### src/rtl/stim_seq_pkg.sv
// Shared definitions for the stimulus vector sequencer.
// Contents: FSM state encoding, default table geometry, and the field
// layout of a stimulus word as consumed by the block-level DUT.
package stim_seq_pkg;

  typedef enum logic [1:0] {
    IDLE   = 2'd0,
    RUN    = 2'd1,
    FINISH = 2'd2
  } state_t;

  localparam int VEC_W_DEF = 12;
  localparam int DEPTH_DEF = 32;

  // Stimulus word field positions.
  localparam int FLD_R_BUTTON = 0;
  localparam int FLD_G_BUTTON = 1;
  localparam int FLD_KEY      = 2;
  localparam int FLD_START    = 3;
  localparam int FLD_TEST     = 4;
  localparam int FLD_RTS      = 5;
  localparam int FLD_RTR      = 6;
  localparam int FLD_V_IN_LO  = 7;
  localparam int FLD_V_IN_HI  = 10;
  localparam int FLD_OBS      = 11;

endpackage

### src/rtl/stim_sequencer_if.sv
// Control/data bundle between the host (bench control logic) and the
// stimulus sequencer.
//   master : host side - drives table writes, run control, step_ready
//   slave  : sequencer side - drives the stimulus word and status
interface stim_sequencer_if #(
  parameter int VEC_W  = 12,
  parameter int ADDR_W = 5,
  parameter int CNT_W  = 16
);
  logic              wr_en;
  logic [ADDR_W-1:0] wr_addr;
  logic [VEC_W-1:0]  wr_data;
  logic              start;
  logic              stop;
  logic              loop_mode;
  logic [ADDR_W:0]   run_len;
  logic              step_ready;
  logic [VEC_W-1:0]  vec_out;
  logic              vec_valid;
  logic [ADDR_W-1:0] step_idx;
  logic              busy;
  logic              done;
  logic              wr_err;
  logic [CNT_W-1:0]  obs_count;

  modport master (
    output wr_en, wr_addr, wr_data, start, stop, loop_mode, run_len, step_ready,
    input  vec_out, vec_valid, step_idx, busy, done, wr_err, obs_count
  );

  modport slave (
    input  wr_en, wr_addr, wr_data, start, stop, loop_mode, run_len, step_ready,
    output vec_out, vec_valid, step_idx, busy, done, wr_err, obs_count
  );
endinterface

### src/rtl/stim_seq_mem.sv
// Stimulus table: DEPTH x VEC_W register array.
// Ports:
//   clock, reset    - system clock, async active-low reset (read register only)
//   i_we/i_waddr/i_wdata - single write port
//   i_rd_en/i_rd_addr    - load read register with table[i_rd_addr]
//   i_rd_clr             - force read register to zero (has priority)
//   o_rd_data            - registered read data
// The array itself is not reset so a table survives a reset pulse.
module stim_seq_mem #(
  parameter int VEC_W  = 12,
  parameter int DEPTH  = 32,
  parameter int ADDR_W = 5
) (
  input  logic              clock,
  input  logic              reset,
  input  logic              i_we,
  input  logic [ADDR_W-1:0] i_waddr,
  input  logic [VEC_W-1:0]  i_wdata,
  input  logic              i_rd_en,
  input  logic              i_rd_clr,
  input  logic [ADDR_W-1:0] i_rd_addr,
  output logic [VEC_W-1:0]  o_rd_data
);

  logic [VEC_W-1:0] r_mem [DEPTH];
  logic [VEC_W-1:0] r_rd_data;

  always_ff @(posedge clock) begin
    if (i_we) r_mem[i_waddr] <= i_wdata;
  end

  always_ff @(posedge clock or negedge reset) begin
    if (!reset) begin
      r_rd_data <= '0;
    end else if (i_rd_clr) begin
      r_rd_data <= '0;
    end else if (i_rd_en) begin
      r_rd_data <= r_mem[i_rd_addr];
    end
  end

  assign o_rd_data = r_rd_data;

endmodule

### src/rtl/stim_sequencer.sv
// Stimulus vector sequencer: replays a runtime-loaded table onto the DUT
// input bus, one word per accepted step, with run length, loop mode,
// back-pressure, abort and a saturating count of observation-bit hits.
// Ports:
//   clock - system clock, rising edge
//   reset - asynchronous active-low reset
//   bus   - stim_sequencer_if.slave (table writes, run control, stimulus out)
//
// state  | meaning
// IDLE   | no run; table writable; waiting for start
// RUN    | presenting table[step_idx]; advancing on each accept
// FINISH | one-cycle done pulse after a non-loop run completes
module stim_sequencer
  import stim_seq_pkg::*;
#(
  parameter int VEC_W   = VEC_W_DEF,
  parameter int DEPTH   = DEPTH_DEF,
  parameter int ADDR_W  = $clog2(DEPTH),
  parameter int OBS_BIT = VEC_W - 1,
  parameter int CNT_W   = 16
) (
  input logic             clock,
  input logic             reset,
  stim_sequencer_if.slave bus
);

  localparam logic [ADDR_W:0]   LEN_MAX = (ADDR_W+1)'(DEPTH);
  localparam logic [ADDR_W:0]   LEN_ONE = (ADDR_W+1)'(1);
  localparam logic [ADDR_W-1:0] IDX_ONE = ADDR_W'(1);
  localparam logic [CNT_W-1:0]  CNT_ONE = CNT_W'(1);

  state_t            r_state;
  logic [ADDR_W:0]   r_len;
  logic              r_loop;
  logic [ADDR_W-1:0] r_step_idx;
  logic              r_vec_valid;
  logic              r_busy;
  logic              r_done;
  logic              r_wr_err;
  logic [CNT_W-1:0]  r_obs_count;

  logic              w_start;
  logic [ADDR_W:0]   w_len_clamped;
  logic              w_accept;
  logic              w_last;
  logic [ADDR_W-1:0] w_next_idx;
  logic              w_mem_we;
  logic              w_rd_en;
  logic              w_rd_clr;
  logic [ADDR_W-1:0] w_rd_addr;
  logic [VEC_W-1:0]  w_rd_data;

  // stop beats start in IDLE
  assign w_start       = bus.start & ~bus.stop;
  assign w_len_clamped = (bus.run_len > LEN_MAX) ? LEN_MAX : bus.run_len;
  assign w_accept      = r_vec_valid & bus.step_ready;
  // r_len is never 0 while in RUN, so len-1 cannot underflow here
  assign w_last        = ({1'b0, r_step_idx} == (r_len - LEN_ONE));
  assign w_next_idx    = w_last ? '0 : (r_step_idx + IDX_ONE);
  assign w_mem_we      = bus.wr_en & (r_state != RUN);

  // The memory read register is the vec_out register, so the next word is
  // fetched on the same edge that advances step_idx.
  always_comb begin
    w_rd_en   = 1'b0;
    w_rd_clr  = 1'b0;
    w_rd_addr = '0;
    unique case (r_state)
      IDLE: begin
        if (w_start && (bus.run_len != '0)) w_rd_en  = 1'b1;
        else                                w_rd_clr = 1'b1;
      end
      RUN: begin
        if (bus.stop) begin
          w_rd_clr = 1'b1;
        end else if (w_accept) begin
          if (w_last && !r_loop) begin
            w_rd_clr = 1'b1;
          end else begin
            w_rd_en   = 1'b1;
            w_rd_addr = w_next_idx;
          end
        end
      end
      default: w_rd_clr = 1'b1;
    endcase
  end

  stim_seq_mem #(
    .VEC_W (VEC_W),
    .DEPTH (DEPTH),
    .ADDR_W(ADDR_W)
  ) u_mem (
    .clock    (clock),
    .reset    (reset),
    .i_we     (w_mem_we),
    .i_waddr  (bus.wr_addr),
    .i_wdata  (bus.wr_data),
    .i_rd_en  (w_rd_en),
    .i_rd_clr (w_rd_clr),
    .i_rd_addr(w_rd_addr),
    .o_rd_data(w_rd_data)
  );

  always_ff @(posedge clock or negedge reset) begin
    if (!reset) begin
      r_state     <= IDLE;
      r_len       <= '0;
      r_loop      <= 1'b0;
      r_step_idx  <= '0;
      r_vec_valid <= 1'b0;
      r_busy      <= 1'b0;
      r_done      <= 1'b0;
      r_wr_err    <= 1'b0;
      r_obs_count <= '0;
    end else begin
      r_done   <= 1'b0;
      r_wr_err <= bus.wr_en & (r_state == RUN);
      unique case (r_state)
        IDLE: begin
          if (w_start) begin
            r_len       <= w_len_clamped;
            r_loop      <= bus.loop_mode;
            r_obs_count <= '0;
            r_step_idx  <= '0;
            if (bus.run_len == '0) begin
              r_state <= FINISH;
              r_done  <= 1'b1;
            end else begin
              r_state     <= RUN;
              r_vec_valid <= 1'b1;
              r_busy      <= 1'b1;
            end
          end
        end
        RUN: begin
          // counted even on a stop cycle: the consumer took the word
          if (w_accept && w_rd_data[OBS_BIT] && (r_obs_count != '1))
            r_obs_count <= r_obs_count + CNT_ONE;
          if (bus.stop) begin
            r_state     <= IDLE;
            r_vec_valid <= 1'b0;
            r_busy      <= 1'b0;
            r_step_idx  <= '0;
          end else if (w_accept) begin
            if (w_last && !r_loop) begin
              r_state     <= FINISH;
              r_done      <= 1'b1;
              r_vec_valid <= 1'b0;
              r_busy      <= 1'b0;
              r_step_idx  <= '0;
            end else begin
              r_step_idx <= w_next_idx;
            end
          end
        end
        FINISH: r_state <= IDLE;
        default: r_state <= IDLE;
      endcase
    end
  end

  assign bus.vec_out   = w_rd_data;
  assign bus.vec_valid = r_vec_valid;
  assign bus.step_idx  = r_step_idx;
  assign bus.busy      = r_busy;
  assign bus.done      = r_done;
  assign bus.wr_err    = r_wr_err;
  assign bus.obs_count = r_obs_count;

endmodule

### src/flat_wrapper.sv
// flat-port wrapper written by rule: the top's interface ports become plain ports
module stim_sequencer_flat import stim_seq_pkg::*;
#(
  parameter int VEC_W   = VEC_W_DEF,
  parameter int DEPTH   = DEPTH_DEF,
  parameter int ADDR_W  = $clog2(DEPTH),
  parameter int OBS_BIT = VEC_W - 1,
  parameter int CNT_W   = 16
)
  (clock, reset, bus_wr_en, bus_wr_addr, bus_wr_data, bus_start, bus_stop, bus_loop_mode, bus_run_len, bus_step_ready, bus_vec_out, bus_vec_valid, bus_step_idx, bus_busy, bus_done, bus_wr_err, bus_obs_count);
  stim_sequencer_if #(.VEC_W(VEC_W), .ADDR_W(ADDR_W), .CNT_W(CNT_W)) bus_i ();
  input logic clock;
  input logic reset;
  input wire logic [$bits(bus_i.wr_en)-1:0] bus_wr_en;
  input wire logic [$bits(bus_i.wr_addr)-1:0] bus_wr_addr;
  input wire logic [$bits(bus_i.wr_data)-1:0] bus_wr_data;
  input wire logic [$bits(bus_i.start)-1:0] bus_start;
  input wire logic [$bits(bus_i.stop)-1:0] bus_stop;
  input wire logic [$bits(bus_i.loop_mode)-1:0] bus_loop_mode;
  input wire logic [$bits(bus_i.run_len)-1:0] bus_run_len;
  input wire logic [$bits(bus_i.step_ready)-1:0] bus_step_ready;
  output wire logic [$bits(bus_i.vec_out)-1:0] bus_vec_out;
  output wire logic [$bits(bus_i.vec_valid)-1:0] bus_vec_valid;
  output wire logic [$bits(bus_i.step_idx)-1:0] bus_step_idx;
  output wire logic [$bits(bus_i.busy)-1:0] bus_busy;
  output wire logic [$bits(bus_i.done)-1:0] bus_done;
  output wire logic [$bits(bus_i.wr_err)-1:0] bus_wr_err;
  output wire logic [$bits(bus_i.obs_count)-1:0] bus_obs_count;
  assign bus_i.wr_en = bus_wr_en;
  assign bus_i.wr_addr = bus_wr_addr;
  assign bus_i.wr_data = bus_wr_data;
  assign bus_i.start = bus_start;
  assign bus_i.stop = bus_stop;
  assign bus_i.loop_mode = bus_loop_mode;
  assign bus_i.run_len = bus_run_len;
  assign bus_i.step_ready = bus_step_ready;
  assign bus_vec_out = bus_i.vec_out;
  assign bus_vec_valid = bus_i.vec_valid;
  assign bus_step_idx = bus_i.step_idx;
  assign bus_busy = bus_i.busy;
  assign bus_done = bus_i.done;
  assign bus_wr_err = bus_i.wr_err;
  assign bus_obs_count = bus_i.obs_count;
  stim_sequencer #(.VEC_W(VEC_W), .DEPTH(DEPTH), .ADDR_W(ADDR_W), .OBS_BIT(OBS_BIT), .CNT_W(CNT_W)) u_core (.clock(clock), .reset(reset), .bus(bus_i));
endmodule
### config.mk
export PLATFORM = sky130hd
export DESIGN_NAME = stim_sequencer_flat
export DESIGN_NICKNAME = d
export VERILOG_FILES = /design/src/rtl/stim_seq_pkg.sv /design/src/rtl/stim_sequencer_if.sv /design/src/rtl/stim_seq_mem.sv /design/src/rtl/stim_sequencer.sv /design/src/flat_wrapper.sv
export SDC_FILE = /design/constraint.sdc
export NUM_CORES = 1
export LEC_CHECK = 0
export ABC_AREA = 1
export CAP_MARGIN = 20
export CELL_PAD_IN_SITES_DETAIL_PLACEMENT = 2
export CELL_PAD_IN_SITES_GLOBAL_PLACEMENT = 2
export CORE_AREA = 2 2 226 228
export CTS_BUF_LIST = sky130_fd_sc_hd__clkbuf_8 sky130_fd_sc_hd__clkbuf_16
export DETAILED_ROUTE_END_ITERATION = 7
export DIE_AREA = 0 0 228 230
export PLACE_DENSITY_LB_ADDON = 0.15
export SYNTH_ARGS = -nofsm -noshare
export SYNTH_HDL_FRONTEND = slang
export SYNTH_SLANG_ARGS = --single-unit
### constraint.sdc
create_clock -name clock -period 2.2 [get_ports clock]
set_clock_uncertainty 0.1 [all_clocks]
set_input_delay 0.66 -clock clock [delete_from_list [all_inputs] [get_ports clock]]
set_output_delay 0.66 -clock clock [all_outputs]
set_load 0.05 [all_outputs]
==> metrics.cfg, run 1 <==
[global_routing]
grt_pass1_vias = 16400
antenna_found_initial = 0
grt_max_degree = 62
grt_pass1_wl_um = 112000
grt.overflow.total = 0
track_usage_pct = 29.0

[critical_path]
start_kind = register
crit_path_end_kind = register
path_class = reg -> reg
cp_data_arrival_time_ns = 3.32
critPathMaxFanout = 8
worstPathRequired_ns = 2.64

[finish]
final_area_sq_um = 25600
instances_no_fill = 2602
diodes = 0
regArea_sq_um = 12700
fill_cells = 4839
area.growth.synth_to_final_pct = 39.2
fin_nets = 1923
drive_above_1_share_pct = 33.2
fin_util_pct = 51.3
multi_input_area_sq_um = 6380

[yosys]
synth_cell_types = 29
avgSynthCellArea_sq_um = 11.2
synth_edf_count = 384
yosysTopAreaCellShare_pct = 62.7
synth-main-ff-cell = edfxtp_1
yosys.area.top_type = edfxtp_1
ys_warn_count = 0
synth_most_common_cell = edfxtp_1
synth-seq-cells = 429
synthCells = 1639
async_flop_share_pct = 10.5
synthTopCellsByCount = 384 x edfxtp_1, 374 x nand3_1, 332 x nand2_1, 183 x nand4_1, 68 x nor2_1
syn_nets = 1672
synthTopCellsByArea = edfxtp_1 63%, nand3_1 10%, nand2_1 6.8%
syn_area_sq_um = 18400
ys_seq_area_share_pct = 68.9

[pwr]
power_w = 0.0226
combPwrFrac_pct = 23.8
p_sw_w = 0.00717
p_leak_nw = 9.75
internal-power_w = 0.0154
pwr-share-clk_pct = 34.8
p_sw_share_pct = 31.7
seq_power_share_pct = 41.4
p_per_area_nw_per_um2 = 883
vdd_drop_max_uv = 519

[clock_tree]
clkLatencyLatePin_ns = 0.61
cts_buffer_depth = 3
clock-root-buffer = clkbuf_16
cts_sinks = 429
cts_tree = built
cts_buffers = 49
cts.clk_slew.worst_paths_ns = 0.06
htreeDepth = 2

[placement]
dpl.hpwl_um = 44100
io_buffer_count = 66
placed_cells = 2456
gp_congestion = 0.800
placed_area_sq_um = 21600

[floorplanning]
die_area_sq_um = 52400
core_area_sq_um = 49900
rows = 82
die_h_um = 230
die_w_um = 228
ioPinCount = 67
start_util_pct = 36.9

[drt]
remaining_drc_errors = 0
route.vias.total = 15400
drt_wl_total_um = 79200
vias_per_cell = 5.94
drt_pass1_iterations = 5
antenna_left = 0
drtIter0Drc = 1394
wl_per_cell_um = 30.4

[timing]
tightest_slew_ns = 0.559
setup_slack_ns = -0.690
fin_crit_ns = 2.89
slew_viol_final = 0
slew_headroom_pct = 62.7
hold_viol = 0
rsz0062_at_grt = true
fin_crit_sh_pct = 131
setup_violations = 17
fmax_mhz = 346

[status]
status = complete, but fails checks
violations = negative setup slack

[hold_path]
hp-class = reg -> reg

[job]
maxCapViolCount = 0

[repair_timing]
action | in CTS | in global routing
gates resized for setup | 248 | 132
hold buffers | 1 | 0
pin swaps | 72 | 59
hold endpoints to repair | 17 | 0
endpoints found under the setup margin | 26 | 27
buffers inserted | 26 | 13
gates cloned | 19 | 3
[kinds of logic (layout without fill, tap and decap cells)]
logic type | after synthesis | count (layout) | synth area share [%]
flip-flops | 429 | 429 | 68.9
XOR/XNOR | 4 | 4 | 0.191
AO/OA/AOI/OAI | 38 | 38 | 1.10
AND/OR/NAND/NOR | 976 | 977 | 25.3
buffers and inverters | 189 | 479 | 4.36
adder cells (fa/ha/maj) | 3 | 3 | 0.204
[metal layers]
metal  part of all wire, %  up-vias  global-route usage (%)  routed length, um
met2                    50      599                    49.7              39900
met5                     0        -                       0                  0
met4                   4.3        0                    12.9               3370
met1                    40     8162                    36.6              31500
li1                      -     6525                       -                  -
met3                   5.6      157                    4.29               4400
[state kept, by name (all words and copies together) (netlist names)]
signal / flops
u_core.bus.wr_err: 1
u_core.r_state: 2
u_core.r_len: 6
u_core.u_mem.o_rd_data: 12
u_core.bus.obs_count: 16
u_core.bus.step_idx: 5
u_core.bus.vec_valid: 1
u_core.u_mem.r_mem: 384
u_core.r_loop: 1
u_core.bus.done: 1
[critical path, stage by stage (launching register included)]
cell and delay (ns):
dfrtp_1 0.42, inv_2 0.08, ha_4 0.24, xnor2_2 0.13, nor2_2 0.11, nand2_2 0.08
nor2_4 0.13, nand2_8 0.10, buf_12 0.15, nand3_4 0.07, buf_12 0.18, buf_12 0.17
buf_16 0.15, nand2_1 0.08, nand3_2 0.07, nand3_2 0.09, nand3_4 0.11, nand2_4 0.09
nand2_2 0.08, nand3_2 0.09, nand2_1 0.08
[cells in the final DEF (no fill, tap or decap), drive strengths merged, types with 3 or more instances in the layout]
cell	netlist	routed
nor3	8	8
ha	3	3
a21oi	14	14
dfrtp	45	45
clkdlybuf4s50	0	27
o21ai	20	20
nand3	375	376
nand4	183	183
nor2	74	74
clkinv	1	25
nand2	334	334
bufbuf	0	3
edfxtp	384	384
inv	66	80
buf	84	286
clkbuf	38	54
[layout make-up]
class                   count  area share [%]
clock buffers              51            4.99
well taps                 672            3.29
inverters                  67            1.18
multi-input cells        1022            24.9
flip-flops and latches    429            49.5
clock inverters            40           0.856
repair buffers            321            15.3
[worst paths after layout]
path	endpoint	slack, ns	cells past startpoint	startpoint
setup / recovery	u_core.u_mem.o_rd_data[3]	-0.69	20	u_core.r_len[1]
hold / removal	u_core.bus.obs_count[3]	0.41	1	u_core.bus.obs_count[3]
setup reg to reg	u_core.u_mem.o_rd_data[3]	-0.69	20	u_core.r_len[1]
hold reg to reg	u_core.bus.obs_count[3]	0.41	1	u_core.bus.obs_count[3]
max in group asynchronous	u_core.bus.obs_count[1]	0.79	3	reset
min in group asynchronous	u_core.r_len[3]	0.50	2	reset
[power groups by stage]
stage	Clock (W)	Combinational [W]	Sequential, W
after floorplan	0	0.00187	0.00978
after global placement	0	0.00411	0.00948
after detailed placement	0	0.00427	0.00950
after CTS	0.00786	0.00496	0.00933
after global routing	0.00823	0.00569	0.00936
final	0.00787	0.00538	0.00935
[through the flow]
| stage | worst slack, ns | hold slack (ns) | setup TNS (ns) |
|---|---|---|---|
| after CTS | -0.562 | 0.414 | -7.30 |
| after global routing | -0.784 | 0.438 | -10.45 |
| final | -0.690 | 0.415 | -8.23 |
| after detailed placement | -1.16 | 0.407 | -183.84 |
| after floorplan | -0.0627 | 0.264 | -0.741 |
| after global placement | -1.08 | 0.376 | -159.53 |
Power figures use the tool's default switching activity.
==> run 2: changes to the inputs <==
Settings changed: CAP_MARGIN 20 to 30, CORE_AREA 2 2 226 228 to 4 4 228 230, DIE_AREA 0 0 228 230 to 0 0 232 234, GPL_TIMING_DRIVEN set to 1.
==> run 2 against run 1 <==
Compared with the run above:
- the flow still finishes with violations (negative setup slack)
- register-to-register slack is essentially flat
- design area shrank 1.4%
- fmax is essentially flat
- clock-buffer cell count grew 3
- combinational power shrank 2%
- first-iteration DRC count grew 16%
- hold slack gained 0.020 ns
- power shrank 1.3%
- sequential power is essentially flat
- flip-flop and latch count is the same
==> metrics.cfg, run 2 (synthesis results as in run 1) <==
[timing]
setup_violations = 18
tightest_slew_ns = 0.569
hold_viol = 0
fin_crit_sh_pct = 131
setup_slack_ns = -0.689
slew_headroom_pct = 62.1
slew_viol_final = 0
rsz0062_at_grt = true
setup_tns_ns = -8.36
fmax_mhz = 346
fin_crit_ns = 2.89

[drt]
drt_wl_total_um = 81100
wl_per_cell_um = 31.0
drt_pass1_iterations = 5
drtIter0Drc = 1624
remaining_drc_errors = 0
wl_met3_um = 5370
routed.top_layer = met4
met2_length_um = 39400
vias_per_cell = 5.91
antenna_left = 0
wl_met1_um = 33500
route.vias.total = 15500

[finish]
area.growth.synth_to_final_pct = 37.3
top_register = u_core.u_mem.r_mem
layout_common_cells = 384 x edfxtp_1, 296 x nand2_1, 256 x nand3_1
drive_above_1_share_pct = 30.4
layout.cells.most_common = edfxtp_1
multi_input_area_sq_um = 6020
final_area_sq_um = 25200
regArea_sq_um = 12700
fin_nets = 1943
largest_reg_flops = 384
fill_cells = 4847

[critical_path]
crit_path_end_kind = register
path_class = reg -> reg
worst_r2r_path_depth = 22
r2r-start = u_core.r_len[1]
cp_data_arrival_time_ns = 3.25
worstPathRequired_ns = 2.56
start_kind = register
critPathMaxFanout = 7
r2r_end = u_core.u_mem.o_rd_data[7]
reg2reg_slack_ns = -0.69

[floorplanning]
rows = 82
core_area_sq_um = 49900
start_util_pct = 36.9
die_w_um = 232
die_h_um = 234
ioPinCount = 67
die_area_sq_um = 54300

[global_routing]
grt_max_degree = 46
grt_pass1_vias = 16400
grt.overflow.total = 0
track_usage_pct = 27.0
antenna_found_initial = 1
grt_pass1_wl_um = 109000

[placement]
placed_area_sq_um = 21700
dpl.hpwl_um = 43900
place_ws_ns = -1.11
io_buffer_count = 66
gp_congestion = 0.780

[pwr]
p_leak_nw = 9.68
vdd_drop_max_uv = 653
p_per_area_nw_per_um2 = 883

[hold_path]
hp-class = reg -> reg
hold_depth = 1
holdPathEnd = u_core.bus.obs_count[3]
hp-start = u_core.bus.obs_count[3]

[clock_tree]
cts_buffer_depth = 3
cts_buffers = 49
cts.clk_slew.worst_paths_ns = 0.06
clock-root-buffer = clkbuf_16
cts_sinks = 429
clkLatencyLatePin_ns = 0.60
htreeDepth = 2
cts_tree = built

[status]
status = complete, but fails checks
violations = negative setup slack

[job]
maxCapViolCount = 0

[run 2: cell types whose count changed in the layout (fill, tap and decap cells not counted), sizes merged]
| cell | before | now |
|---|---|---|
| dlymetal6s2s | 1 | 0 |
| buf | 286 | 297 |
| nand3 | 376 | 375 |
| bufbuf | 3 | 4 |
| clkdlybuf4s50 | 27 | 28 |
| diode | 0 | 1 |
| clkinvlp | 0 | 1 |
| clkinv | 25 | 15 |
| bufinv | 2 | 1 |
| clkbuf | 54 | 66 |
| inv | 80 | 81 |
[run 2: through the flow]
| step | utilization (%) | cells | total power, W | hold slack [ns] |
|---|---|---|---|---|
| 2_1_floorplan | - | 1639 | 0.0116 | 0.264 |
| 3_3_place_gp | 43.4 | 2470 | 0.0137 | 0.373 |
| 3_5_place_dp | 43.4 | 2470 | 0.0139 | 0.382 |
| 4_1_cts | 48.2 | 2577 | 0.0218 | 0.403 |
| 5_1_grt | 50.6 | 2616 | 0.0231 | 0.446 |
| 6_report | 50.6 | 2617 | 0.0223 | 0.435 |
[run 2: area by class of cell]
class                           count  share of cell area (%)
Antenna cell                        1                 0.00991
Timing Repair Buffer              342                    15.8
Multi-Input combinational cell   1021                    23.8
Clock inverter                     31                   0.610
Clock buffer                       54                    5.13
Inverter                           67                    1.11
Tap cell                          672                    3.33
Sequential cell                   429                    50.2
[run 2: worst max path at each step]
stage	start	endpoint	slack [ns]	cells after the start
CTS	u_core.r_len[1]	u_core.u_mem.o_rd_data[11]	-0.63	19
finish	u_core.r_len[1]	u_core.u_mem.o_rd_data[7]	-0.69	22
floorplan	u_core.r_len[0]	u_core.u_mem.o_rd_data[10]	-0.06	16
detailed placement	bus_stop	u_core.u_mem.o_rd_data[2]	-1.11	15
global route	u_core.r_len[1]	u_core.u_mem.o_rd_data[8]	-0.82	19
global placement	bus_stop	u_core.u_mem.o_rd_data[11]	-1.03	15
[run 2: critical path, stage by stage, from the launching register on]
cell and delay [ns]:
dfrtp_1 0.40, inv_2 0.09, ha_4 0.15, inv_2 0.04, nand2_2 0.06, nand2_2 0.06, nand2_2 0.06, nand2_1 0.06
nand2_2 0.10, nor2_4 0.06, nand2_8 0.11, buf_6 0.14, nand3_4 0.07, nor2_4 0.21, clkinv_4 0.15, buf_12 0.19
buf_4 0.14, nand3_1 0.10, nand3_1 0.10, nand2_2 0.08, nand2_1 0.08, nand3_1 0.10, nand2_1 0.09
[run 2: power by group]
group | switching (W) | leakage (nW) | internal [W] | total (W)
registers | 0.000229 | 4.05 | 0.00913 | 0.00936
logic | 0.00342 | 4.86 | 0.00184 | 0.00527
clock network | 0.00338 | 0.774 | 0.00429 | 0.00767
[run 2: what timing repair did]
action	CTS	global route
gates resized for setup	114	170
setup endpoints to repair	31	106
cloned	9	14
hold buffers	1	0
pin swaps	18	45
hold endpoints to repair	45	0
setup buffers	12	31
[run 2: layer usage]
| layer | GRT usage (%) | up-vias |
|---|---|---|
| met5 | 0 | - |
| met1 | 36.4 | 8135 |
| li1 | - | 6546 |
| met2 | 44.9 | 616 |
| met3 | 4.75 | 158 |
| met4 | 8.39 | 0 |
